File: src/rtl/btn_debounce_sync.sv
// Synchronises and debounces active-low buttons, emitting registered press/release pulses.
// Latency SYNC_STAGES+DEBOUNCE_CYCLES edges from raw change to btn_stable; no backpressure, outputs always valid.
module btn_debounce_sync #(
    parameter int WIDTH           = 4,
    parameter int SYNC_STAGES     = 2,
    parameter int DEBOUNCE_CYCLES = 500000,
    parameter int CNT_W           = 19
) (
    input  logic             clk,
    input  logic             reset,
    input  logic [WIDTH-1:0] btn_raw,
    output logic [WIDTH-1:0] btn_stable,
    output logic [WIDTH-1:0] btn_press,
    output logic [WIDTH-1:0] btn_release,
    output logic             any_change
);

    typedef enum logic [1:0] {REL, CHK_P, PRS, CHK_R} state_t;

    localparam logic [CNT_W-1:0] CNT_LAST = CNT_W'(DEBOUNCE_CYCLES - 1);
    localparam logic [CNT_W-1:0] CNT_ONE  = CNT_W'(1);

    logic [WIDTH-1:0] sync_q [SYNC_STAGES];
    logic [WIDTH-1:0] s;

    always_ff @(posedge clk or posedge reset) begin
        if (reset) begin
            for (int i = 0; i < SYNC_STAGES; i++) sync_q[i] <= '1;
        end else begin
            sync_q[0] <= btn_raw;
            for (int i = 1; i < SYNC_STAGES; i++) sync_q[i] <= sync_q[i-1];
        end
    end

    assign s = sync_q[SYNC_STAGES-1];

    for (genvar g = 0; g < WIDTH; g++) begin : g_bit
        state_t           state_q, state_d;
        logic [CNT_W-1:0] cnt_q, cnt_d;
        logic             stb_q, stb_d;
        logic             prs_q, prs_d;
        logic             rls_q, rls_d;

        always_comb begin
            state_d = state_q;
            cnt_d   = cnt_q;
            stb_d   = stb_q;
            prs_d   = 1'b0;
            rls_d   = 1'b0;
            case (state_q)
                REL: begin
                    if (!s[g]) begin
                        // A one-cycle qualification window skips the check state entirely
                        if (DEBOUNCE_CYCLES == 1) begin
                            state_d = PRS;
                            stb_d   = 1'b0;
                            prs_d   = 1'b1;
                            cnt_d   = '0;
                        end else begin
                            state_d = CHK_P;
                            cnt_d   = CNT_ONE;
                        end
                    end else begin
                        cnt_d = '0;
                    end
                end
                CHK_P: begin
                    if (s[g]) begin
                        state_d = REL;
                        cnt_d   = '0;
                    end else if (cnt_q == CNT_LAST) begin
                        state_d = PRS;
                        stb_d   = 1'b0;
                        prs_d   = 1'b1;
                        cnt_d   = '0;
                    end else begin
                        cnt_d = cnt_q + CNT_ONE;
                    end
                end
                PRS: begin
                    if (s[g]) begin
                        if (DEBOUNCE_CYCLES == 1) begin
                            state_d = REL;
                            stb_d   = 1'b1;
                            rls_d   = 1'b1;
                            cnt_d   = '0;
                        end else begin
                            state_d = CHK_R;
                            cnt_d   = CNT_ONE;
                        end
                    end
                end
                CHK_R: begin
                    if (!s[g]) begin
                        state_d = PRS;
                        cnt_d   = '0;
                    end else if (cnt_q == CNT_LAST) begin
                        state_d = REL;
                        stb_d   = 1'b1;
                        rls_d   = 1'b1;
                        cnt_d   = '0;
                    end else begin
                        cnt_d = cnt_q + CNT_ONE;
                    end
                end
                default: begin
                    state_d = REL;
                    cnt_d   = '0;
                end
            endcase
        end

        always_ff @(posedge clk or posedge reset) begin
            if (reset) begin
                state_q <= REL;
                cnt_q   <= '0;
                stb_q   <= 1'b1;
                prs_q   <= 1'b0;
                rls_q   <= 1'b0;
            end else begin
                state_q <= state_d;
                cnt_q   <= cnt_d;
                stb_q   <= stb_d;
                prs_q   <= prs_d;
                rls_q   <= rls_d;
            end
        end

        assign btn_stable[g]  = stb_q;
        assign btn_press[g]   = prs_q;
        assign btn_release[g] = rls_q;
    end

    assign any_change = |(btn_press | btn_release);

endmodule
File: config.mk
export PLATFORM = sky130hd
export DESIGN_NAME = btn_debounce_sync
export DESIGN_NICKNAME = d
export VERILOG_FILES = /design/src/rtl/btn_debounce_sync.sv
export SDC_FILE = /design/constraint.sdc
export NUM_CORES = 1
export LEC_CHECK = 0
export ABC_AREA = 1
export CAP_MARGIN = 10
export CORE_ASPECT_RATIO = 1.25
export CORE_MARGIN = 3
export CORE_UTILIZATION = 30
export DETAILED_ROUTE_END_ITERATION = 6
export HOLD_SLACK_MARGIN = 0.08
export PLACE_DENSITY = 0.46
export SLEW_MARGIN = 20
export SYNTH_ARGS = -nofsm -noshare
export SYNTH_HDL_FRONTEND = slang
export SYNTH_SLANG_ARGS = --single-unit
File: constraint.sdc
create_clock -name clk -period 3.7 [get_ports clk]
set_input_delay 0.37 -clock clk [delete_from_list [all_inputs] [get_ports clk]]
set_output_delay 0.37 -clock clk [all_outputs]
set_load 0.1 [all_outputs]
==> impl_metrics.py, run 1 <==
metrics = {
    "worst_setup_path": {
        "path_class": "register to primary output",
        "crit_fanout": 2,
        "required_ns": 3.33,
        "slowest_stage": "clkdlybuf4s50_1",
        "max_stage_delay_ns": 1.01,
        "crit_path_end_kind": "primary output",
        "arrival_ns": 2.34,
        "path_cells": "nor4_1 -> nand2_1 -> clkdlybuf4s50_1",
        "critPathLaunchType": "register",
    },
    "layout": {
        "fin_util_pct": 34.4,
        "drive_gt1_share_pct": 8.35,
        "final_cells": 1051,
        "area_delta_synth_final_pct": 10.9,
        "final_net_count": 795,
        "n_antenna_cell": 0,
    },
    "yosys": {
        "syn_inst": 778,
        "ys_types": 34,
        "seq_area_frac_synth_pct": 44.5,
        "ys_ff_latch": 104,
        "synth_nets": 788,
        "postSynthAreaPerCell_sq_um": 7.56,
        "synth_most_common_cell": "nand2_1",
        "synth_top_cell_by_area": "dfrtp_1",
        "synth-async-reset-ratio_pct": 100,
        "synth_edf_count": 0,
        "synth.cell_area_sq_mm": 0.00588,
        "yosys.area.top_type_share_pct": 39.1,
        "yosysWarnings": 0,
        "synth.area.top_cells": "dfrtp_1 (39%), nand2_1 (11%), nor2_1 (7.8%)",
        "ys.flop_type": "dfrtp_1",
        "synth_commonest_cells": "nand2_1 (172), nor2_1 (123), inv_1 (97), dfrtp_1 (92), nand3_1 (68)",
    },
    "pwr": {
        "power.density_mw_per_mm2": 460,
        "max-vdd-ir-drop_mv": 0.312,
        "leakage_uw": 0.00287,
    },
    "cts": {
        "cts_tree": "yes",
        "cts_root_buffer": "clkbuf_16",
        "ctsResizeCount": 0,
        "cts_buffers": 9,
        "clock_path_buffers": 2,
        "post_cts_buffers": 0,
        "cts.htree.levels": 3,
        "cts_sinks": 104,
        "clock_latency_ns": 0.35,
        "clkSlewWorstSetupHoldPaths_ns": 0.07,
        "hold_buffers": 0,
    },
    "timing": {
        "relSlewSlack_pct": 32.5,
        "final_hold_viol_count": 0,
        "finalClockSkew_ns": 0.00737,
        "post-route-min-period_ns": 2.71,
        "finalSetupViolCount": 0,
        "max_freq_ghz": 0.368,
        "hold_ws_ns": 0.356,
        "fin_crit_sh_pct": 73.4,
        "tightest_slew_ns": 1.01,
        "slew_viol_final": 0,
        "setup_tns_ns": 0,
        "rsz0062_at_grt": "false",
    },
    "min_path": {
        "hold_class": "register to register",
    },
    "routing": {
        "highest-signal-layer": "met4",
        "wirelength_met1_mm": 6.18,
        "drt_iter0_markers": 196,
        "routed_wl_mm": 13.4,
        "wl_met2_mm": 6.53,
        "route.vias.total": 4801,
        "wl_met3_um": 458,
        "antenna_left": 0,
        "drc_errors": 0,
        "wire_per_inst_um": 12.7,
        "via_per_inst": 4.57,
        "firstDrtPassIters": 4,
    },
    "die": {
        "die_area_sq_mm": 0.0213,
        "start_util_pct": 31.0,
        "dieWidth_um": 131,
        "pin_count": 19,
        "fp-row-count": 56,
        "die_y_um": 163,
        "core_sq_mm": 0.0190,
    },
    "global_routing": {
        "antenna_found_initial": 0,
        "first_global_vias": 4842,
        "grt_max_degree": 65,
        "overflow": 0,
        "grt_pass1_wl_mm": 23.6,
        "grt_usage_pct": 13.4,
    },
    "place": {
        "gp_congestion": 0.798,
        "portBuffers": 18,
        "post-dp-hpwl_mm": 9.75,
        "dp_cells": 1035,
    },
    "status": {
        "outcome": "completed",
    },
    "job": {
        "drv_cap": 0,
    },
}
[worst paths after layout]
kind,from,to,slack [ns],cells after the start
setup / recovery,g_bit[0].rls_q,any_change,0.99,3
hold / removal,sync_q[4],s[0],0.36,0
setup reg to reg,s[3],g_bit[3].cnt_q[15],1.67,7
hold reg to reg,sync_q[4],s[0],0.36,0
max in group asynchronous,reset,s[1],2.39,3
min in group asynchronous,reset,g_bit[2].rls_q,0.54,2
[cell type report]
class,instances,area [sq um]
tap,261,327
sequential,104,2620
fill,2014,12500
multi-input combinational,543,2680
clock inverter,4,52.6
timing repair buffer,19,200
inverter,108,408
clock buffer,12,236
[layout by cell type, fill, tap and decap left out, types with 3 or more instances in the layout]
master,netlist,final
nor3_1,16,16
nand4_1,31,31
inv_2,11,11
clkbuf_16,0,9
nand2_2,11,11
nor4_1,5,5
nor2_1,123,123
nor3_4,3,3
xnor2_1,8,8
nor2_2,5,5
nand3_1,68,68
a21oi_1,12,12
clkbuf_1,0,3
inv_1,97,96
ha_1,4,4
dfstp_2,12,12
o21ai_1,5,5
nand3_2,6,6
dfrtp_1,92,92
nand3b_1,5,5
a31oi_1,3,3
clkdlybuf4s50_1,0,18
o21ai_0,23,23
nand2_1,172,172
xor2_1,24,24
o22ai_1,9,9
[power by group]
group	switching, uW	internal [uW]	leakage [uW]
Combinational	478	185	0.00135
Sequential	127	1240	0.00138
Clock	439	529	0.000141
[logic make-up (layout without fill, tap and decap cells)]
logic type               after synthesis  after routing  synth area share (%)
AND/OR/NAND/NOR                      449            449                  34.6
buffers and inverters                131            143                  9.91
flip-flops                           104            104                  44.5
AO/OA/AOI/OAI                         58             58                  5.44
XOR/XNOR                              32             32                  4.76
adder cells (fa/ha/maj)                4              4                 0.851
[stage by stage]
step / setup WS (ns) / power, uW / cell area, sq um
2_1_floorplan: 0.618 / 1930 / 5880
3_5_place_dp: 1.28 / 2070 / 6240
5_1_grt: 0.837 / 3210 / 6530
4_1_cts: 0.887 / 3060 / 6530
3_3_place_gp: 1.27 / 2070 / 6240
6_report: 0.986 / 3000 / 6530
[flip-flops by register name (all words and copies together) (netlist names), named ones only]
register       flops
g_bit.cnt_q       76
g_bit.prs_q        4
g_bit.rls_q        4
g_bit.state_q      4
g_bit.stb_q        4
s                  4
sync_q             4
[worst max-delay path: cells and delay by family (launching register included)]
kind / cells / cell delay (ns)
simple gates: 2 / 0.60
buf+inv: 1 / 1.01
flops: 1 / 0.38
[per-layer routing]
metal / global-route usage (%) / up-vias
li1: - / 2503
met1: 16.5 / 2229
met2: 23.3 / 54
met3: 3.00 / 15
met4: 4.35 / 0
met5: 0 / -
No activity file was read; power rests on OpenSTA's default activity.
==> run 2, diff against run 1 <==
==> constraint.sdc (replaced) <==
create_clock -name clk -period 2.8 [get_ports clk]
set_input_delay 0.28 -clock clk [delete_from_list [all_inputs] [get_ports clk]]
set_output_delay 0.28 -clock clk [all_outputs]
set_load 0.1 [all_outputs]
==> run 2 against run 1 <==
Power is 33% higher. Combinational power rose by 33%. Register-to-register slack got worse by 0.72 ns. Worst hold slack lost 0.079 ns. First-iteration DRC count rose by 47%. Cell count is 0.19% higher. Sequential share of layout area is essentially flat. Count of clock-buffer cells in the layout is 3 lower. Utilization barely moved. Flip-flop and latch count did not move. Largest cell class unchanged.
==> impl_metrics.py, run 2 (synthesis results as in run 1) <==
metrics = {
    "die": {
        "core_sq_mm": 0.0190,
        "die_area_sq_mm": 0.0213,
        "fp-row-count": 56,
        "dieWidth_um": 131,
        "pin_count": 19,
        "die_y_um": 163,
        "start_util_pct": 31.0,
    },
    "layout": {
        "area_delta_synth_final_pct": 10.8,
        "final_cells": 1053,
        "regArea_sq_mm": 0.00262,
        "layout_commonest_cell": "nand2_1",
        "n_antenna_cell": 0,
        "final_net_count": 797,
        "fin_util_pct": 34.4,
        "final_cell_mix": "nand2_1 (172), nor2_1 (123), inv_1 (96)",
        "fin_area_sq_mm": 0.00652,
        "fill_cells": 2039,
        "drive_gt1_share_pct": 10.6,
        "largest_reg_flops": 76,
        "regMostFlops": "g_bit.cnt_q",
        "multiInputGateArea_sq_mm": 0.00268,
    },
    "routing": {
        "route.vias.total": 4838,
        "wire_per_inst_um": 12.6,
        "via_per_inst": 4.59,
        "drt_iter0_markers": 289,
        "routed_wl_mm": 13.3,
        "antenna_left": 0,
        "drc_errors": 0,
        "firstDrtPassIters": 4,
    },
    "global_routing": {
        "grt_pass1_wl_mm": 23.2,
        "antenna_found_initial": 0,
        "first_global_vias": 4796,
        "grt_max_degree": 68,
        "overflow": 0,
        "grt_usage_pct": 13.2,
    },
    "cts": {
        "cts_buffers": 9,
        "cts.htree.levels": 3,
        "clock_path_buffers": 2,
        "clkSlewWorstSetupHoldPaths_ns": 0.07,
        "hold_buffers": 0,
        "cts_root_buffer": "clkbuf_16",
        "post_cts_buffers": 0,
        "cts_tree": "yes",
        "ctsResizeCount": 0,
        "cts_sinks": 104,
        "clock_latency_ns": 0.35,
    },
    "timing": {
        "tightest_slew_ns": 0.631,
        "finalSetupViolCount": 0,
        "max_freq_ghz": 0.501,
        "post-route-min-period_ns": 1.99,
        "setup_tns_ns": 0,
        "slew_viol_final": 0,
        "rsz0062_at_grt": "false",
        "final_hold_viol_count": 0,
        "relSlewSlack_pct": 57.6,
        "finalClockSkew_ns": 0.00790,
        "fin_crit_sh_pct": 71.2,
        "setup_ws_ns": 0.806,
    },
    "pwr": {
        "max-vdd-ir-drop_mv": 0.307,
        "power.density_mw_per_mm2": 613,
        "leakage_uw": 0.00291,
    },
    "job": {
        "drv_cap": 0,
    },
    "worst_setup_path": {
        "critPathLaunchType": "register",
        "arrival_ns": 1.71,
        "required_ns": 2.52,
        "crit_fanout": 2,
        "path_class": "register to primary output",
        "crit_path_end_kind": "primary output",
    },
    "place": {
        "post-dp-hpwl_mm": 9.75,
        "preCtsSetupSlack_ns": 0.916,
        "gp_congestion": 0.791,
        "portBuffers": 18,
        "dp_cells": 1037,
        "placed_area_sq_mm": 0.00622,
    },
    "status": {
        "outcome": "completed",
    },
    "min_path": {
        "hold_class": "input pin to async pin",
    },
}
-- run 2: cell types whose count changed in the layout (fill, tap and decap cells not counted), sizes merged --
cell / previous run / this run
clkbuf: 12 / 9
clkinvlp: 0 / 2
inv: 109 / 110
clkdlybuf4s50: 18 / 5
buf: 1 / 16
-- run 2: where the power goes --
group | switching [uW] | internal, uW
Clock | 608 | 704
Combinational | 631 | 251
Sequential | 163 | 1640
Total | 1400 | 2590
-- run 2: critical path, stage by stage (launching register included) --
cell,delay [ns]
dfrtp_1,0.41
nor4_1,0.58
nand2_1,0.11
buf_4,0.25
-- run 2: routing by layer --
metal / routed length [um] / global-route usage [%] / vias up
met5: 0 / 0 / -
met2: 6410 / 22.1 / 47
met3: 357 / 2.60 / 12
met4: 195 / 4.35 / 0
met1: 6320 / 17.2 / 2276
li1: - / - / 2503
-- run 2: layout make-up --
cell class                 instances  share of cell area [%]
timing repair buffer              21                    2.80
inverter                         108                    6.27
sequential                       104                    40.1
clock buffer                       9                    3.45
tap                              261                    5.01
clock inverter                     7                    1.19
multi-input combinational        543                    41.1
-- run 2: worst paths after layout --
kind | endpoint | startpoint | slack (ns) | depth (start not counted)
min reg2reg | s[1] | sync_q[5] | 0.35 | 0
max reg2reg | g_bit[0].cnt_q[5] | g_bit[0].cnt_q[0] | 0.95 | 8
min in group clk | sync_q[7] | btn_raw[3] | 0.33 | 1
max in group asynchronous | s[0] | reset | 1.83 | 3
max | any_change | g_bit[0].prs_q | 0.81 | 3
min | g_bit[3].rls_q | reset | 0.28 | 2
-- run 2: metrics by stage --
| stage | power (uW) | hold WS [ns] |
|---|---|---|
| after global routing | 4290 | 0.317 |
| after CTS | 4090 | 0.284 |
| after floorplan | 2550 | 0.284 |
| final | 4000 | 0.278 |
| after global placement | 2750 | 0.347 |
| after detailed placement | 2740 | 0.348 |
==> run 3, diff against run 2 <==
--- a/config.mk
+++ b/config.mk
@@ -12,7 +12,7 @@
 export CORE_UTILIZATION = 30
 export DETAILED_ROUTE_END_ITERATION = 6
 export HOLD_SLACK_MARGIN = 0.08
-export PLACE_DENSITY = 0.46
+export PLACE_DENSITY = 0.47
 export SLEW_MARGIN = 20
 export SYNTH_ARGS = -nofsm -noshare
 export SYNTH_HDL_FRONTEND = slang
==> constraint.sdc (replaced) <==
create_clock -name clk -period 1.65 [get_ports clk]
set_input_delay 0.165 -clock clk [delete_from_list [all_inputs] [get_ports clk]]
set_output_delay 0.165 -clock clk [all_outputs]
set_load 0.1 [all_outputs]
==> run 3 against run 2 <==
Via count grew 3.1%. Global-route usage grew 0.24 points. Worst setup slack lost 0.77 ns. Largest power group unchanged.
==> impl_metrics.py, run 3 (synthesis results as in run 1) <==
metrics = {
    "worst_setup_path": {
        "cp-startpoint": "g_bit[2].rls_q",
        "critPathLaunchType": "register",
        "crit_fanout": 2,
        "crit_path_end_kind": "primary output",
        "required_ns": 1.48,
        "path_class": "register to primary output",
        "arrival_ns": 1.45,
        "r2r_start": "g_bit[2].cnt_q[0]",
    },
    "cts": {
        "clock_latency_ns": 0.36,
        "cts_sinks": 104,
        "cts.htree.levels": 3,
        "clkSlewWorstSetupHoldPaths_ns": 0.08,
        "cts_root_buffer": "clkbuf_16",
        "cts_buffers": 9,
        "clock_path_buffers": 2,
        "cts_tree": "yes",
    },
    "global_routing": {
        "first_global_vias": 4955,
        "overflow": 0,
        "antenna_found_initial": 0,
        "grt_pass1_wl_mm": 23.7,
        "grt_usage_pct": 13.4,
        "grt_max_degree": 26,
    },
    "routing": {
        "wire_per_inst_um": 12.5,
        "routed_wl_mm": 13.8,
        "antenna_left": 0,
        "via_per_inst": 4.51,
        "firstDrtPassIters": 5,
        "drc_errors": 0,
        "drt_iter0_markers": 316,
        "route.vias.total": 4987,
    },
    "layout": {
        "final_cell_mix": "nand2_1 (171), nor2_1 (118), inv_1 (95)",
        "regArea_sq_mm": 0.00262,
        "fill_cells": 1979,
        "final_net_count": 849,
        "area_delta_synth_final_pct": 23.4,
        "n_antenna_cell": 0,
        "largest_reg_flops": 76,
        "multiInputGateArea_sq_mm": 0.00280,
        "drive_gt1_share_pct": 18.2,
        "regMostFlops": "g_bit.cnt_q",
        "layout_commonest_cell": "nand2_1",
        "final_cells": 1105,
    },
    "pwr": {
        "power.density_mw_per_mm2": 1010,
        "max-vdd-ir-drop_mv": 0.517,
        "leakage_uw": 0.00326,
    },
    "timing": {
        "max_freq_ghz": 0.618,
        "finalSetupViolCount": 0,
        "final_hold_viol_count": 0,
        "finalClockSkew_ns": 0.0108,
        "tightest_slew_ns": 0.417,
        "slew_viol_final": 0,
        "rsz0062_at_grt": "true",
        "relSlewSlack_pct": 72.2,
        "hold_ws_ns": 0.155,
        "setup_tns_ns": 0,
        "post-route-min-period_ns": 1.62,
        "fin_crit_sh_pct": 98.1,
    },
    "min_path": {
        "hold_class": "input pin to async pin",
    },
    "die": {
        "pin_count": 19,
        "dieWidth_um": 131,
        "core_sq_mm": 0.0190,
        "start_util_pct": 31.0,
        "die_area_sq_mm": 0.0213,
        "fp-row-count": 56,
        "die_y_um": 163,
    },
    "place": {
        "dp_cells": 1082,
        "post-dp-hpwl_mm": 10.4,
        "portBuffers": 18,
        "gp_congestion": 0.831,
    },
    "status": {
        "outcome": "completed",
    },
    "job": {
        "drv_cap": 0,
    },
}
==> run 3: cell type report <==
cell class	instances	area share [%]
Inverter	108	5.72
Clock buffer	9	3.10
Sequential cell	104	36.1
Tap cell	261	4.50
Multi-Input combinational cell	543	38.5
Timing Repair Buffer	73	10.7
Clock inverter	7	1.41
==> run 3: metrics by stage <==
step / instance area, sq um / setup slack, ns / utilization, % / total power, uW
final: 7260 / 0.0317 / 38.2 / 7350
after global routing: 7260 / -0.00366 / 38.2 / 7820
after CTS: 7130 / 0.00150 / 37.5 / 7340
after detailed placement: 6760 / 0.0179 / 35.6 / 4890
after global placement: 6760 / 0.0225 / 35.6 / 4910
after floorplan: 5890 / 0.192 / - / 4320
==> run 3: final timing paths <==
| path | end | depth (start not counted) | slack, ns |
|---|---|---|---|
| worst max-delay path | any_change | 4 | 0.03 |
| worst min-delay path | g_bit[2].cnt_q[10] | 2 | 0.15 |
| worst max register to register | g_bit[2].cnt_q[15] | 8 | 0.11 |
| worst min register to register | s[2] | 0 | 0.36 |
| max in group asynchronous | g_bit[0].stb_q | 3 | 0.97 |
| min in group clk | sync_q[6] | 1 | 0.20 |
==> run 3: timing repair <==
action | 4_1_cts | 5_1_grt
pin swaps | 1 | 2
endpoints found under the setup margin | 1 | 55
hold buffers | 0 | 0
buffers inserted | 4 | 3
resized for setup | 3 | 28
==> run 3: power by group <==
group,leakage (uW),switching [uW],internal [uW]
clock network,0.000157,1060,1350
registers,0.00138,267,2780
logic,0.00172,1200,691
==> run 3: worst max-delay path, cell delays in order, from the launching register on <==
cell	delay [ns]
dfrtp_1	0.39
nor4_2	0.29
buf_4	0.19
nand2_4	0.06
buf_12	0.16
==> run 3: metal layers <==
metal  wire, um  GRT usage [%]  share of wire [%]
met2       6520           22.2                 47
met3        277           1.61                2.0
met4        215           4.92                1.6
met5          0              0                  0
met1       6810           18.3                 49
